$ cat src/rtl/bus_dma_master.sv
// Single-channel block-copy DMA bus master.
// Each word is moved as a read-address cycle, a read-data cycle and a write
// cycle. The bus request is held for the whole transfer so the arbiter never
// hands the bus away between words of one block.
module bus_dma_master (
    input  logic        clk,
    input  logic        reset,
    input  logic        start,
    input  logic [7:0]  src_addr,
    input  logic [7:0]  dst_addr,
    input  logic [7:0]  length,
    output logic        M_req,
    input  logic        M_grant,
    output logic        M_wr,
    output logic [7:0]  M_address,
    output logic [31:0] M_dout,
    input  logic [31:0] M_din,
    output logic        busy,
    output logic        done
);

    typedef enum logic [2:0] {
        IDLE    = 3'd0,
        RD_ADDR = 3'd1,
        RD_DATA = 3'd2,
        WR      = 3'd3,
        DONE    = 3'd4
    } state_t;

    state_t      state_q,     state_d;
    logic [7:0]  src_ptr_q,   src_ptr_d;
    logic [7:0]  dst_ptr_q,   dst_ptr_d;
    logic [7:0]  remaining_q, remaining_d;
    logic [31:0] data_reg_q,  data_reg_d;

    // State and datapath registers; reset abandons any transfer immediately.
    always_ff @(posedge clk or posedge reset) begin
        if (reset) begin
            state_q     <= IDLE;
            src_ptr_q   <= 8'd0;
            dst_ptr_q   <= 8'd0;
            remaining_q <= 8'd0;
            data_reg_q  <= 32'd0;
        end else begin
            state_q     <= state_d;
            src_ptr_q   <= src_ptr_d;
            dst_ptr_q   <= dst_ptr_d;
            remaining_q <= remaining_d;
            data_reg_q  <= data_reg_d;
        end
    end

    // Next-state logic: everything holds unless a state explicitly advances it.
    always_comb begin
        state_d     = state_q;
        src_ptr_d   = src_ptr_q;
        dst_ptr_d   = dst_ptr_q;
        remaining_d = remaining_q;
        data_reg_d  = data_reg_q;

        case (state_q)
            IDLE: begin
                // start is only looked at here, so a pulse during a transfer
                // has no effect at all.
                if (start) begin
                    if (length != 8'd0) begin
                        src_ptr_d   = src_addr;
                        dst_ptr_d   = dst_addr;
                        remaining_d = length;
                        state_d     = RD_ADDR;
                    end else begin
                        state_d     = DONE;
                    end
                end
            end

            RD_ADDR: begin
                if (M_grant) begin
                    state_d = RD_DATA;
                end
            end

            RD_DATA: begin
                // The slave returns data the cycle after the accepted address,
                // independent of the grant level in this cycle.
                data_reg_d = M_din;
                state_d    = WR;
            end

            WR: begin
                if (M_grant) begin
                    // 8-bit pointers wrap naturally from 0xFF to 0x00.
                    src_ptr_d   = src_ptr_q + 8'd1;
                    dst_ptr_d   = dst_ptr_q + 8'd1;
                    remaining_d = remaining_q - 8'd1;
                    if (remaining_q == 8'd1) begin
                        state_d = DONE;
                    end else begin
                        state_d = RD_ADDR;
                    end
                end
            end

            DONE: begin
                state_d = IDLE;
            end

            default: begin
                state_d = IDLE;
            end
        endcase
    end

    // Bus and status outputs decoded from the current state; M_wr also gates
    // on the live grant so a stalled write never reaches the slave.
    always_comb begin
        M_req     = 1'b0;
        M_wr      = 1'b0;
        M_address = 8'd0;
        busy      = 1'b1;
        done      = 1'b0;

        case (state_q)
            IDLE: begin
                busy = 1'b0;
            end
            RD_ADDR: begin
                M_req     = 1'b1;
                M_address = src_ptr_q;
            end
            RD_DATA: begin
                M_req     = 1'b1;
                M_address = src_ptr_q;
            end
            WR: begin
                M_req     = 1'b1;
                M_wr      = M_grant;
                M_address = dst_ptr_q;
            end
            DONE: begin
                done = 1'b1;
            end
            default: begin
                busy = 1'b0;
            end
        endcase
    end

    assign M_dout = data_reg_q;

endmodule

$ cat config.mk
export PLATFORM = sky130hd
export DESIGN_NAME = bus_dma_master
export DESIGN_NICKNAME = d
export VERILOG_FILES = /design/src/rtl/bus_dma_master.sv
export SDC_FILE = /design/constraint.sdc
export NUM_CORES = 1
export LEC_CHECK = 0
export CAP_MARGIN = 20
export CORE_MARGIN = 2
export CORE_UTILIZATION = 49
export DETAILED_ROUTE_END_ITERATION = 8
export PLACE_DENSITY = 0.83
export SYNTH_ARGS = -nofsm -noshare
export SYNTH_HDL_FRONTEND = slang
export SYNTH_SLANG_ARGS = --single-unit
$ cat constraint.sdc
create_clock -name clk -period 4.5 [get_ports clk]
set_clock_uncertainty 0.15 [all_clocks]
set_input_delay 0.9 -clock clk [delete_from_list [all_inputs] [get_ports clk]]
set_output_delay 0.9 -clock clk [all_outputs]
set_load 0.02 [all_outputs]
==> run_results.csv, run 1 <==
group,metric,value,unit
routing,route.vias.total,2889,
die,die_w,84.2,µm
clock_network,clk_path_buf_depth,2,
worst_setup_path,critPathSlowestCell,"dfrtp_1",
clock_network,path_clk_slew,0.07,ns
die,die_y,84.2,µm
routing,wl_per_cell,17.4,µm
clock_network,cts_tree,"yes",
yosys,yosysTopAreaCell,"dfrtp_1",
yosys,synth_area,0.00315,mm²
die,io_pins,104,
worst_setup_path,crit_fanout,38,
clock_network,cts_htree_levels,3,
yosys,synth_area_per_cell,10.4,µm²
routing,drtIter0Drc,218,
power,peakVddDrop,0.413,mV
sta,rsz0062_at_grt,"no",
cells_and_area,stdcell_area,0.00445,mm²
placed_design,dp_hpwl,5870,µm
worst_setup_path,required,3.45,ns
global_routing,grt_overflow,0,
global_routing,track_usage,24.2,%
sta,hold_violations,0,
clock_network,cts_hold_buf,0,
die,dieArea,0.00709,mm²
clock_network,cts_setup_buffers,0,
min_path,worstHoldPathType,"flip-flop to flip-flop",
sta,clock.fmax,0.280,GHz
sta,fin_crit,3.58,ns
placed_design,port_buffers,103,
clock_network,cts_resized,0,
cells_and_area,fillers,492,
sta,setup_viol,0,
global_routing,met1_usage,30.2,%
worst_setup_path,cp.arrival,2.53,ns
sta,tightest_slew,0.982,ns
power,powerDensity,809,mW/mm²
clock_network,clk_latency,0.35,ns
cells_and_area,diodes,0,
placed_design,gp_congestion,0.866,
routing,ant_nets,0,
cells_and_area,syn_to_final_growth,41.0,%
sta,finalCritPeriodShare,79.5,%
clock_network,cts_inserted_buffers,9,
yosys,ys_seq_area_share,46.8,%
min_path,holdPathStages,1,
yosys,syn_nets,366,
routing,drt-pass1-iter-count,5,
yosys,ys_ff_latch,59,
global_routing,grt_max_degree,46,
clock_network,cts_root_buf,"clkbuf_8",
placed_design,placed_cell_area,0.00422,mm²
worst_setup_path,critPathKind,"flip-flop to output port",
global_routing,grt_antenna_before_repair,0,
worst_setup_path,path_cells,"and3b_1, buf_4, nand2_1, inv_1, clkdlybuf4s50_1",
routing,routed_wl,8370,µm
routing,detail_route.vias_per_cell,6.02,
worst_setup_path,slowest_delay,0.71,ns
yosys,synth_cell_types,47,
worst_setup_path,end_kind,"output port",
yosys,ys_warn_count,0,
die,row_count,29,
power,p_leak,0.00181,µW
yosys,async_flop_share,100,%
flow_run,drv_cap,0,
global_routing,use_met2,40.1,%
global_routing,met3_usage,4.82,%
outcome,status,"completed",
sta,finalSetupTns,0,ns
die,start_util,50.2,%
worst_setup_path,reg2regPathDepth,6,
yosys,synthCells,302,
sta,drv_slew,0,
global_routing,grt_busiest_layer,"met2",
yosys,synth_top_flop_cell,"dfrtp_1",
clock_network,clkSinkCount,59,
routing,drc,0,
worst_setup_path,cp-start-kind,"flip-flop",
yosys,synth_area_leaders,"dfrtp_1, mux2_2, a221oi_1, a2bb2oi_1, nand3_1",
yosys,synth_edf_count,0,
global_routing,grt_pass1_wl,13600,µm
sta,slew_headroom,34.4,%
die,core_area,0.00628,mm²
cells_and_area,fin_nets,463,
yosys,synth_top_area_share,46.8,%
global_routing,grt_pass1_vias,2818,
cells_and_area,drive_above_1_share,16.4,%
-- synth_stat cells, drive strengths merged, types with 3 or more instances --
| library cell | count |
|---|---|
| nand3 | 19 |
| inv | 10 |
| ha | 4 |
| o22ai | 10 |
| clkbuf | 11 |
| a22oi | 11 |
| nor2 | 25 |
| nor3 | 6 |
| a2bb2oi | 11 |
| dfrtp | 59 |
| o21ai | 12 |
| a221oi | 12 |
| nand2 | 15 |
| a21oi | 7 |
| and3 | 5 |
| buf | 13 |
| mux2 | 37 |
| a211oi | 9 |
| or4 | 3 |
-- stage by stage --
stage	setup slack (ns)	utilization, %	instances	hold slack [ns]	total power, µW
2_1_floorplan	1.92	-	302	0.350	2330
3_3_place_gp	1.07	67.3	464	0.338	3010
3_5_place_dp	1.03	67.3	464	0.345	3070
4_1_cts	0.931	70.5	479	0.360	3600
5_1_grt	0.799	70.9	480	0.369	3830
6_report	0.922	70.9	480	0.356	3600
-- worst paths after layout --
path                                 start            to  slack [ns]
worst max-delay path            state_q[0]          M_wr        0.92
worst min-delay path             M_dout[0]     M_dout[0]        0.36
worst max register to register  state_q[0]  dst_ptr_q[1]        1.46
worst min register to register   M_dout[0]     M_dout[0]        0.36
max in group asynchronous            reset     M_dout[8]        2.81
min in group asynchronous            reset    M_dout[30]        0.71
-- layout make-up --
cell class,count,area (µm²),share of cell area [%]
Clock buffer,10,128,2.87
Clock inverter,5,78.8,1.77
Inverter,10,37.5,0.844
Multi-Input combinational cell,209,1540,34.5
Sequential cell,59,1480,33.2
Tap cell,77,96.3,2.17
Timing Repair Buffer,110,1100,24.6
-- cell usage in the layout (no fill, tap or decap), types with 2 or more instances in the layout --
master	netlist	final
clkdlybuf4s50_1	0	103
dfrtp_1	59	59
mux2_2	36	36
nor2_1	25	25
nand3_1	19	19
nand2_1	15	15
a221oi_1	12	12
a2bb2oi_1	11	11
a22oi_1	11	11
o21ai_0	10	10
o22ai_1	10	10
a211oi_1	9	9
inv_1	10	9
clkbuf_8	0	9
a21oi_1	6	6
buf_4	3	6
and3_1	5	5
nor3_1	5	5
ha_1	4	4
or4_4	2	2
xor2_1	2	2
a2111oi_0	2	2
a211o_1	2	2
clkinv_2	0	2
bufinv_16	0	2
-- worst max-delay path, delay by kind of cell (launching register included) --
family                 cells  cell delay (ns)
AND/OR/NAND/NOR            2             0.44
flip-flops                 1             0.71
buffers and inverters      3             1.02
-- report_power, final --
group	internal, µW	switching [µW]	total, µW
registers	805	257	1060
logic	1010	1010	2020
clock network	308	210	518
total	2120	1480	3600
-- logic make-up after synthesis --
| group | share of synthesized area [%] |
|---|---|
| adders and majority gates | 1.59 |
| xor gates and xnor gates | 0.833 |
| buffers and inverters | 5.00 |
| muxes | 13.2 |
| and+or+nand+nor | 13.5 |
| AOI/OAI and AO/OA | 19.0 |
| DFF | 46.8 |
-- state kept, by name, summed over array words and instances, names as in the netlist --
name,count
M_dout,32
dst_ptr_q,8
remaining_q,8
src_ptr_q,8
state_q,3
-- metal layers --
metal | up-vias | share of wire, %
met3 | 26 | 5.6
met5 | - | 0
li1 | 1321 | -
met2 | 128 | 50
met4 | 0 | 2.8
met1 | 1414 | 41
Power figures use the tool's default switching activity.
==> run 2, diff against run 1 <==
--- a/config.mk
+++ b/config.mk
@@ -7,9 +7,9 @@
 export LEC_CHECK = 0
 export CAP_MARGIN = 20
 export CORE_MARGIN = 2
-export CORE_UTILIZATION = 49
+export CORE_UTILIZATION = 46
 export DETAILED_ROUTE_END_ITERATION = 8
-export PLACE_DENSITY = 0.83
+export PLACE_DENSITY = 0.78
 export SYNTH_ARGS = -nofsm -noshare
 export SYNTH_HDL_FRONTEND = slang
 export SYNTH_SLANG_ARGS = --single-unit
==> constraint.sdc (replaced) <==
create_clock -name clk -period 3.7 [get_ports clk]
set_clock_uncertainty 0.15 [all_clocks]
set_input_delay 0.74 -clock clk [delete_from_list [all_inputs] [get_ports clk]]
set_output_delay 0.74 -clock clk [all_outputs]
set_load 0.02 [all_outputs]
==> run 2 against run 1 <==
Compared with the run above: highest routed layer unchanged; via count down 2.0%; sequential share of layout area down 0.15 points; flip-flop and latch count unchanged; routed wire length down 2.9%; die area up 6.2%; critical path depth down 1; utilization down 4.4 points; sequential power up 16%; cell area up 0.45%.
==> run_results.csv, run 2 (synthesized netlist as in run 1, its figures left out) <==
group,metric,value,unit
sta,finalCritPeriodShare,80.4,%
sta,drv_slew,0,
cells_and_area,mostFrequentLayoutCell,"clkdlybuf4s50_1",
global_routing,grt_busiest_layer,"met2",
global_routing,met1_usage,31.1,%
clock_network,cts_resized,0,
clock_network,clkSinkCount,59,
routing,route.vias.total,2832,
clock_network,cts_root_buf,"clkbuf_8",
worst_setup_path,path_cells,"xor2_1, a22oi_1, nor2_1, clkdlybuf4s50_1",
routing,routed_wl,8130,µm
cells_and_area,largest_register_ff_count,32,
routing,ant_nets,0,
worst_setup_path,reg2regPathDepth,6,
global_routing,grt_max_degree,38,
clock_network,cts_hold_buf,0,
clock_network,cts_setup_buffers,0,
clock_network,cts_inserted_buffers,9,
sta,setup_viol,0,
flow_run,drv_cap,0,
cells_and_area,diodes,0,
cells_and_area,fin_nets,466,
placed_design,dp_cells,471,
sta,whs,0.354,ns
global_routing,grt_pass1_vias,2670,
power,powerDensity,977,mW/mm²
power,peakVddDrop,0.524,mV
sta,hold_violations,0,
global_routing,track_usage,22.5,%
routing,wl_per_cell,16.8,µm
routing,detail_route.vias_per_cell,5.84,
worst_setup_path,critPathKind,"flip-flop to output port",
outcome,status,"completed",
global_routing,grt_pass1_wl,13200,µm
placed_design,gp_congestion,0.917,
worst_setup_path,critPathSlowestCell,"clkdlybuf4s50_1",
worst_setup_path,crit_fanout,6,
sta,rsz0062_at_grt,"no",
die,start_util,46.9,%
worst_setup_path,end_kind,"output port",
cells_and_area,syn_to_final_growth,41.7,%
clock_network,path_clk_slew,0.06,ns
clock_network,clk_path_buf_depth,2,
min_path,worstHoldPathType,"flip-flop to flip-flop",
sta,clock.fmax,0.336,GHz
die,die_y,86.8,µm
sta,finalSetupTns,0,ns
die,row_count,30,
sta,slew_headroom,51.1,%
die,die_w,86.8,µm
routing,drc,0,
cells_and_area,post_layout_nonfiller_instances,485,
global_routing,use_met2,34.5,%
cells_and_area,final_cell_mix,"clkdlybuf4s50_1, dfrtp_1, mux2_2, nor2_1, nand3_1",
cells_and_area,utilization,66.5,%
routing,drt-pass1-iter-count,5,
min_path,holdPathStages,1,
die,dieArea,0.00754,mm²
worst_setup_path,cp-start-kind,"flip-flop",
clock_network,cts_htree_levels,3,
global_routing,grt_antenna_before_repair,0,
worst_setup_path,cp.arrival,2.08,ns
placed_design,dp_hpwl,5790,µm
die,io_pins,104,
clock_network,cts_tree,"yes",
global_routing,grt_overflow,0,
global_routing,met3_usage,4.10,%
cells_and_area,drive_above_1_share,17.0,%
worst_setup_path,slowest_delay,0.61,ns
die,core_area,0.00672,mm²
power,p_leak,0.00182,µW
sta,fin_crit,2.97,ns
worst_setup_path,required,2.81,ns
sta,tightest_slew,0.734,ns
clock_network,clk_latency,0.34,ns
placed_design,port_buffers,103,
routing,drtIter0Drc,188,
==> run 2: metrics by stage <==
stage	setup slack (ns)	total power [µW]	area [µm²]
3_3_place_gp	0.668	3710	4270
5_1_grt	0.538	4640	4470
2_1_floorplan	1.35	2840	3150
6_report	0.727	4360	4470
3_5_place_dp	0.627	3760	4270
4_1_cts	0.728	4380	4470
==> run 2: worst paths after layout <==
kind	from	end	slack [ns]
max	state_q[1]	M_address[2]	0.73
max in group asynchronous	reset	remaining_q[5]	2.15
max reg2reg	state_q[0]	dst_ptr_q[1]	1.24
min	M_dout[0]	M_dout[0]	0.35
min reg2reg	M_dout[0]	M_dout[0]	0.35
min in group asynchronous	reset	M_dout[0]	0.66
==> run 2: per-layer routing <==
layer | vias to the layer above | part of all wire [%] | wire length [µm]
li1 | 1330 | - | -
met1 | 1332 | 43 | 3540
met2 | 152 | 46 | 3710
met3 | 18 | 8.7 | 705
met4 | 0 | 2.2 | 176
met5 | - | 0 | 0
==> run 2: worst max-delay path, delay by kind of cell (launching register included) <==
kind | cells | cell delay (ns)
AO/OA/AOI/OAI | 1 | 0.16
XOR/XNOR | 1 | 0.46
buffers and inverters | 1 | 0.61
flip-flops | 1 | 0.40
AND/OR/NAND/NOR | 1 | 0.13
==> run 2: layout make-up <==
type	count	area [µm²]
Fill cell	524	2250
Inverter	10	37.5
Sequential cell	59	1480
Multi-Input combinational cell	209	1540
Tap cell	80	100
Timing Repair Buffer	113	1120
Clock inverter	2	35.0
Clock buffer	12	165
==> run 2: power by group <==
part / total (µW) / switching, µW / leakage, µW / internal [µW]
combinational: 2540 / 1290 / 0.00102 / 1250
sequential: 1230 / 248 / 0.000691 / 979
clock: 597 / 240 / 0.000104 / 357
total: 4360 / 1780 / 0.00182 / 2590
==> run 3, diff against run 2 <==
==> constraint.sdc (replaced) <==
create_clock -name clk -period 3 [get_ports clk]
set_clock_uncertainty 0.15 [all_clocks]
set_input_delay 0.6 -clock clk [delete_from_list [all_inputs] [get_ports clk]]
set_output_delay 0.6 -clock clk [all_outputs]
set_load 0.02 [all_outputs]
==> run 3 against run 2 <==
Compared with the run above: cell area unchanged; register-to-register slack worse by 0.68 ns; sequential power up 24%; clock-buffer cell count down 3; global-route usage up 0.13 points; non-clock buffer count up 2; routed wire length down 0.64%; critical endpoint is now M_address[5]; highest routed layer unchanged.
==> run_results.csv, run 3 (synthesized netlist as in run 1, its figures left out) <==
group,metric,value,unit
outcome,status,"completed",
worst_setup_path,end_kind,"output port",
worst_setup_path,cp-start-kind,"flip-flop",
worst_setup_path,crit_fanout,9,
routing,ant_nets,0,
worst_setup_path,rrSetupSlack,0.56,ns
power,peakVddDrop,0.638,mV
die,dieArea,0.00754,mm²
clock_network,cts_root_buf,"clkbuf_8",
sta,slew_headroom,49.9,%
worst_setup_path,path_cells,"and2_1, a22oi_1, nor2_1, clkdlybuf4s50_1",
global_routing,grt_antenna_before_repair,0,
clock_network,cts_tree,"yes",
placed_design,gp_congestion,0.918,
cells_and_area,fin_nets,468,
worst_setup_path,cp.arrival,2.07,ns
worst_setup_path,cpLargestDelayFamily,"buffers and inverters",
clock_network,clkSinkCount,59,
clock_network,cts_resized,0,
placed_design,port_buffers,103,
clock_network,cts_setup_buffers,0,
cells_and_area,mostFrequentLayoutCell,"clkdlybuf4s50_1",
global_routing,track_usage,22.6,%
clock_network,clk_latency,0.34,ns
global_routing,grt_pass1_wl,13300,µm
die,core_area,0.00672,mm²
die,die_y,86.8,µm
clock_network,clk_path_buf_depth,2,
worst_setup_path,critPathSlowestCell,"clkdlybuf4s50_1",
global_routing,grt_pass1_vias,2738,
worst_setup_path,path_buf_inv,1,
routing,routed_wl,8080,µm
sta,finalCritPeriodShare,94.0,%
routing,drc,0,
sta,tightest_slew,0.751,ns
min_path,worstHoldPathType,"flip-flop to flip-flop",
worst_setup_path,r2r_end,"dst_ptr_q[1]",
routing,drtIter0Drc,223,
sta,drv_slew,0,
sta,fin_crit,2.82,ns
worst_setup_path,slowest_delay,0.63,ns
power,p_leak,0.00181,µW
routing,wl_per_cell,16.5,µm
worst_setup_path,critPathKind,"flip-flop to output port",
cells_and_area,drive_above_1_share,18.1,%
clock_network,cts_inserted_buffers,9,
cells_and_area,final_cell_mix,"clkdlybuf4s50_1, dfrtp_1, mux2_2, nor2_1, nand3_1",
cells_and_area,largest_register_ff_count,32,
die,row_count,30,
die,start_util,46.9,%
clock_network,cts_htree_levels,3,
die,die_w,86.8,µm
worst_setup_path,reg2regPathDepth,5,
cells_and_area,diodes,0,
sta,finalSetupTns,0,ns
sta,hold_violations,0,
clock_network,path_clk_slew,0.07,ns
min_path,hp-start,"M_dout[25]",
sta,rsz0062_at_grt,"no",
global_routing,grt_max_degree,38,
routing,detail_route.vias_per_cell,5.80,
clock_network,cts_hold_buf,0,
worst_setup_path,required,2.25,ns
global_routing,grt_overflow,0,
power,powerDensity,1190,mW/mm²
flow_run,drv_cap,0,
cells_and_area,syn_to_final_growth,41.7,%
min_path,holdPathEnd,"M_dout[25]",
min_path,holdPathStages,1,
placed_design,dp_hpwl,5810,µm
routing,route.vias.total,2837,
sta,setup_viol,0,
sta,whs,0.357,ns
routing,drt-pass1-iter-count,5,
sta,clock.fmax,0.355,GHz
die,io_pins,104,
worst_setup_path,r2r-start,"state_q[0]",
[run 3: final cells by class]
class / instances / area [µm²]
repair buffers: 115 / 1130
fillers: 524 / 2250
inverters: 10 / 37.5
clock inverters: 7 / 53.8
well taps: 80 / 100
flip-flops and latches: 59 / 1480
multi-input cells: 209 / 1540
clock buffers: 9 / 124
[run 3: where the power goes]
part           total (µW)  internal [µW]  leakage, µW  switching, µW
Combinational        3120           1560      0.00103           1560
Sequential           1530           1210     0.000691            326
Clock                 644            303    0.0000818            342
[run 3: per-layer routing]
layer  track usage (%)  vias up  part of all wire (%)
met5                 0        -                     0
met4              10.2        0                   1.9
met3              4.29       12                   8.5
met2              34.0      159                    45
met1              31.8     1326                    45
li1                  -     1340                     -
[run 3: through the flow]
stage / std cells / utilization (%) / area [µm²] / setup slack, ns / power, µW
CTS: 489 / 66.4 / 4460 / 0.0439 / 5310
finish: 489 / 66.5 / 4470 / 0.180 / 5300
detailed placement: 473 / 63.7 / 4280 / 0.263 / 4650
global placement: 473 / 63.7 / 4280 / 0.302 / 4590
floorplan: 302 / - / 3150 / 0.794 / 3500
global route: 489 / 66.5 / 4470 / 0.0146 / 5670
[run 3: worst max-delay path by stage]
stage / startpoint / cells past startpoint / end
finish: state_q[0] / 4 / M_address[5]
global route: state_q[0] / 4 / M_address[3]
CTS: state_q[0] / 4 / M_address[2]
detailed placement: length[2] / 5 / src_ptr_q[1]
global placement: length[2] / 5 / src_ptr_q[1]
floorplan: reset / 1 / M_dout[0]
